File: src/rtl/adder_tree_pipe.sv
// Pipelined unsigned adder tree over NUM packed channels, with optional
// per-group accumulation, wrap/saturate output and a global backpressure stall.
module adder_tree_pipe #(
    parameter int unsigned BITS = 16,
    parameter int unsigned NUM  = 4,
    parameter int unsigned SAT  = 0,
    parameter int unsigned ACC  = 0
) (
    input  logic                clk,
    input  logic                reset,
    input  logic                valid,
    output logic                ready,
    input  logic [NUM*BITS-1:0] data_in,
    input  logic                last,
    output logic [BITS-1:0]     o,
    output logic                overflow,
    output logic                valid_out,
    input  logic                out_ready
);

    localparam int unsigned CLOG = (NUM > 1) ? $clog2(NUM) : 0;
    localparam int unsigned LAT  = (CLOG < 1) ? 1 : CLOG;
    localparam int unsigned SW   = BITS + CLOG;
    localparam int unsigned AW   = SW + 8;

    typedef logic [SW-1:0] sum_t;

    sum_t            lv_c  [LAT][NUM];
    sum_t            lvl_q [LAT][NUM];
    sum_t            lvl_d [LAT][NUM];
    logic [LAT-1:0]  vld_q, vld_d;
    logic [LAT-1:0]  lst_q, lst_d;
    logic [AW-1:0]   acc_q, acc_d;
    logic [BITS-1:0] o_q, o_d;
    logic            ovf_q, ovf_d;
    logic            vout_q, vout_d;

    logic            stall_c;
    logic            src_v_c;
    logic            src_last_c;
    sum_t            src_sum_c;
    logic [AW-1:0]   total_c;
    logic            total_ovf_c;

    assign stall_c   = vout_q & ~out_ready;
    assign ready     = ~stall_c;
    assign o         = o_q;
    assign overflow  = ovf_q;
    assign valid_out = vout_q;

    // Operands feeding each tree level: the input channels, then the level registers.
    always_comb begin
        for (int unsigned k = 0; k < NUM; k++) begin
            lv_c[0][k] = SW'(data_in[k*BITS +: BITS]);
        end
        for (int unsigned s = 1; s < LAT; s++) begin
            for (int unsigned k = 0; k < NUM; k++) begin
                lv_c[s][k] = lvl_q[s-1][k];
            end
        end
    end

    // Pairwise reduction: element k folds into slot k/2, so an odd tail passes through.
    always_comb begin
        vld_d = vld_q;
        lst_d = lst_q;
        for (int unsigned s = 0; s < LAT; s++) begin
            for (int unsigned k = 0; k < NUM; k++) begin
                lvl_d[s][k] = lvl_q[s][k];
            end
        end
        if (!stall_c) begin
            for (int unsigned s = 0; s < LAT; s++) begin
                for (int unsigned k = 0; k < NUM; k++) begin
                    lvl_d[s][k] = '0;
                end
                for (int unsigned k = 0; k < NUM; k++) begin
                    lvl_d[s][k>>1] = lvl_d[s][k>>1] + lv_c[s][k];
                end
            end
            vld_d[0] = valid;
            lst_d[0] = last;
            for (int unsigned s = 1; s < LAT; s++) begin
                vld_d[s] = vld_q[s-1];
                lst_d[s] = lst_q[s-1];
            end
        end
    end

    // Output stage: straight off the final adder, or one cycle later via the accumulator.
    always_comb begin
        acc_d       = acc_q;
        o_d         = o_q;
        ovf_d       = ovf_q;
        vout_d      = vout_q;
        src_v_c     = (ACC != 0) ? vld_q[LAT-1] : vld_d[LAT-1];
        src_last_c  = (ACC != 0) ? lst_q[LAT-1] : 1'b1;
        src_sum_c   = (ACC != 0) ? lvl_q[LAT-1][0] : lvl_d[LAT-1][0];
        total_c     = ((ACC != 0) ? acc_q : '0) + AW'(src_sum_c);
        total_ovf_c = |total_c[AW-1:BITS];
        if (!stall_c) begin
            vout_d = 1'b0;
            if (src_v_c) begin
                if (src_last_c) begin
                    vout_d = 1'b1;
                    ovf_d  = total_ovf_c;
                    o_d    = ((SAT != 0) && total_ovf_c) ? '1 : total_c[BITS-1:0];
                    acc_d  = '0;
                end else begin
                    acc_d  = total_c;
                end
            end
        end
    end

    always_ff @(posedge clk or posedge reset) begin
        if (reset) begin
            for (int unsigned s = 0; s < LAT; s++) begin
                for (int unsigned k = 0; k < NUM; k++) begin
                    lvl_q[s][k] <= '0;
                end
            end
            vld_q  <= '0;
            lst_q  <= '0;
            acc_q  <= '0;
            o_q    <= '0;
            ovf_q  <= 1'b0;
            vout_q <= 1'b0;
        end else begin
            lvl_q  <= lvl_d;
            vld_q  <= vld_d;
            lst_q  <= lst_d;
            acc_q  <= acc_d;
            o_q    <= o_d;
            ovf_q  <= ovf_d;
            vout_q <= vout_d;
        end
    end

endmodule

File: config.mk
export PLATFORM = sky130hd
export DESIGN_NAME = adder_tree_pipe
export DESIGN_NICKNAME = d
export VERILOG_FILES = /design/src/rtl/adder_tree_pipe.sv
export SDC_FILE = /design/constraint.sdc
export NUM_CORES = 1
export LEC_CHECK = 0
export CAP_MARGIN = 20
export CORE_ASPECT_RATIO = 0.7
export CORE_MARGIN = 1
export CORE_UTILIZATION = 55
export CTS_BUF_LIST = sky130_fd_sc_hd__clkbuf_2
export DETAILED_ROUTE_END_ITERATION = 16
export PLACE_DENSITY = 0.85
export SYNTH_ARGS = -nofsm -noshare
export SYNTH_HDL_FRONTEND = slang
export SYNTH_SLANG_ARGS = --single-unit
File: constraint.sdc
create_clock -name clk -period 4.98 [get_ports clk]
set_input_delay 0.498 -clock clk [delete_from_list [all_inputs] [get_ports clk]]
set_output_delay 0.498 -clock clk [all_outputs]
set_load 0.1 [all_outputs]
==> implementation parameters <==
Parameter                              Value

Synth
  Compound-gate portion of the synthesized area ... around 24%
  Share of flip-flops with an asynchronous set or reset after synthesis ... 100.0%
  Total of warnings raised by yosys ... 0
  Combinational family with the most area after synthesis ... compound AO/OA/AOI/OAI gates
  Fraction of the mapped netlist area in adder cells ... 16.37%
  Fraction of the mapped netlist area in simple logic gates ... between 10% and 20%
  Mux cell area share after synthesis ... 2.464%
  Share of the synthesized netlist area taken by xor and xnor gates ... 7.241%
  Post-synthesis net count ... between 500 and 600
  Share of the yosys chip area belonging to registers ... 32.25%
  Post-synthesis register bit count ... 53
  Post-Synthesis Cell Area ... 4113 µm²
  Cell count after synthesis ... 470
  Average size of a mapped cell ... 8.750 µm²
  Count of distinct cell types in the synthesized netlist ... 54
  Most common flop cell mapped by yosys ... sky130_fd_sc_hd__dfrtp_1
  Number of flops mapped to enable cells by yosys ... 0

Final layout
  Diodes inserted ... 0
  FF/Latch Area ... 1326 µm²
  Multi-input gate area ... between 2000 and 3000 µm²
  Net count, final ... about 670
  Final Instance Area ... about 5000 µm²
  Layout-stage area growth over the synthesis result ... 24.92%
  Fraction of final layout cells sized beyond drive strength 1 ... 5.425%
  Number of fillers in the final layout ... 530

STA
  Max transition margin ... 34.93%
  Final slew viol count ... 0
  Tcrit/Tclk final ... 56.48%
  Final critical path time including I/O delays and setup ... 2.813 ns
  Worst hold margin ... ~0.32 ns
  Layout Skew ... 0.02288 ns
  Unrepaired setup endpoints after global routing ... false
  Total Neg Setup Slack ... 0 ns
  Total setup violations reported at the end of the flow ... 0
  Highest attainable clock frequency ... 0.3555 GHz
  Number of hold violations in the final report ... 0
  Transition time of the tightest slew-check pin ... 0.9729 ns

Clocking
  Root buf cell ... sky130_fd_sc_hd__clkbuf_2
  Total clock sinks ... 53
  Inserted Clock Buffers ... 5
  Number of buffers inserted by hold repair at cts ... 0
  Clk_lat worst skew ... 0.43 ns
  Post-CTS Setup Inserts ... 0
  H-Tree Depth ... 2
  Count of instances resized after the clock tree is built ... 0
  Clock slew at the register clock pins of the worst setup and hold paths ... 0.26 ns
  Maximum buffer depth of the clock tree ... 2
  Clock tree from TritonCTS ... done

Setup path
  Slowest stage delay, CP ... 0.43 ns
  Sum of buffers and inverters on the critical path ... 1
  Library cell appearing most often on the critical path ... sky130_fd_sc_hd__o31ai_1
  Kind of critical path ... input port to flop
  Worst setup slack for register-to-register paths ... between 2 and 2.5 ns
  Reg-to-reg startpoint ... lv_c[36]
  Data arrival time of the worst path ... roughly 3.2 ns
  Reg2reg end ... overflow
  Startpoint types ... input port
  Data required, critical path ... 5.33 ns
  Reg2reg path depth ... 9
  Crit Path Max Fanout ... 3
  Largest delay share family, worst path ... compound AO/OA/AOI/OAI gates
  Worst-path cell chain ... clkdlybuf4s50_1 > ha_1 > fa_1 > a211oi_1 > o211ai_1 > a311oi_1 > o31ai_1 > o31ai_1 > xor2_1 > a21oi_1
  Crit end category ... flop
  Critical Path Slowest Stage Cell ... sky130_fd_sc_hd__fa_1

Placed design
  Hpwl dp ... about 7600 µm
  Placed Area ... 5049 µm²
  Weighted congestion reported at the end of routability-driven placement ... 0.9398
  Port bufs ... 86

Global routing
  Wire length of the first global-routing pass ... 15570 µm
  Maximum number of pins on one net before global-route repair ... 54
  Antenna violations before repair ... 0
  Vias in the first global route ... 3433
  Final global-route overflow total ... 0
  Aggregate global-route resource usage ... 25.27%

Routing
  Detailed router's first-iteration violation count ... between 200 and 300
  DRC violations left ... 0
  Detailed-route via count ... 3698
  Routed len/inst ... 14.62 µm
  Detailed Route WL ... 9458 µm
  Number of iterations in the first detailed-routing pass ... 4
  Vias per cell ... 5.716
  ANT nets after route ... 0

Floorplanning
  Number of top-level design ports ... 88
  Die area ... about 7800 µm²
  Horizontal die dimension ... 105.4 µm
  Core region area ... roughly 7000 µm²
  Starting density of the core ... 58.96%
  Number of cell rows ... 25
  Die Y-Extent ... around 74 µm

Pwr
  Static Leak ... 2.234 nW
  Power per unit of standard cell area ... 482.2 nW/µm²
  Worst IR Drop VDD ... just over 0.5 mV
  Design Power ... 2.478 mW

Worst hold path
  Type of the tightest min-delay check ... input port to async pin

Status
  Outcome ... completed

Job
  Max-cap violations ... 0
-- area by class of cell --
class / count / share of cell area [%]
Tap cell: 94 / 2.289
Timing Repair Buffer: 89 / 17.44
Inverter: 21 / 1.534
Clock buffer: 6 / 0.5845
Clock inverter: 2 / 0.7550
Multi-Input combinational cell: 382 / 51.58
Sequential cell: 53 / 25.82
-- cell usage after synthesis (11+ instances only) --
library cell | number | area [µm²]
sky130_fd_sc_hd__nor2_1 | 32 | 120.1
sky130_fd_sc_hd__xnor2_1 | 16 | 140.1
sky130_fd_sc_hd__clkbuf_1 | 13 | 48.80
sky130_fd_sc_hd__a21oi_1 | 42 | 210.2
sky130_fd_sc_hd__o21ai_0 | 44 | 220.2
sky130_fd_sc_hd__ha_1 | 49 | 613.1
sky130_fd_sc_hd__dfrtp_1 | 53 | 1326
sky130_fd_sc_hd__inv_1 | 20 | 75.07
sky130_fd_sc_hd__xor2_1 | 18 | 157.7
sky130_fd_sc_hd__nand2_1 | 62 | 232.7
sky130_fd_sc_hd__a21o_1 | 11 | 82.58
-- through the flow --
| stage | setup slack (ns) | util (%) | cells |
|---|---|---|---|
| 6_report | 2.167 | 73.65 | 647 |
| 5_1_grt | 2.064 | 73.65 | 647 |
| 3_5_place_dp | 1.699 | 72.38 | 638 |
| 3_3_place_gp | 1.758 | 72.38 | 638 |
| 4_1_cts | 2.163 | 73.36 | 646 |
| 2_1_floorplan | 2.187 | - | 470 |
-- power by group --
group	switching (mW)	total [mW]	internal, mW	leakage (nW)
clock	0.130	0.218	0.0880	0.0432
sequential	0.0867	0.653	0.566	0.624
combinational	1.06	1.61	0.543	1.57
-- kinds of logic after synthesis --
logic type	count (synthesis)
adder cells (fa/ha/maj)	52
flip-flops	53
AO/OA/AOI/OAI	156
XOR/XNOR	34
multiplexers	9
AND/OR/NAND/NOR	131
buffers and inverters	35
-- cell usage in the layout, fill, tap and decap left out, drive strengths merged, types with 3 or more instances in the layout --
cell type      instances
clkbuf                 6
nand2b                 3
ha                    49
inv                   20
o21ai                 45
buf                    3
a211oi                 7
o31ai                  9
xnor2                 16
o21a                   7
o21bai                 9
nor3                  10
a21oi                 43
nor2                  32
nand4                  5
nor3b                  4
a31oi                  3
dfrtp                 53
fa                     3
xor2                  18
nand3                  6
nand2                 62
a21boi                 4
mux2                   9
a21o                  12
clkdlybuf4s50         86
-- worst max path at each step --
stage,start,end,slack [ns],cells past startpoint
6_report,data_in[0],lv_c[68],2.17,10
2_1_floorplan,valid_out,ready,2.19,4
3_5_place_dp,data_in[0],lv_c[68],1.70,10
5_1_grt,data_in[0],lv_c[68],2.06,10
4_1_cts,out_ready,ready,2.16,4
3_3_place_gp,data_in[0],lv_c[68],1.76,10
-- state kept, by name, indices dropped and copies added (netlist names) --
| signal | cells |
|---|---|
| lv_c | 34 |
| o | 16 |
| overflow | 1 |
| valid_out | 1 |
| vld_q | 1 |
-- metal layers --
layer | routed length, µm | track usage (%) | share of wire (%) | vias up
met4 | 108 | 7.042 | 1.1 | 0
met3 | 471 | 3.769 | 5.0 | 13
met5 | 0 | 0 | 0 | -
met2 | 4208 | 42.32 | 44 | 121
li1 | - | - | - | 1864
met1 | 4670 | 34.74 | 49 | 1700
(Power assumes the default switching activity.)
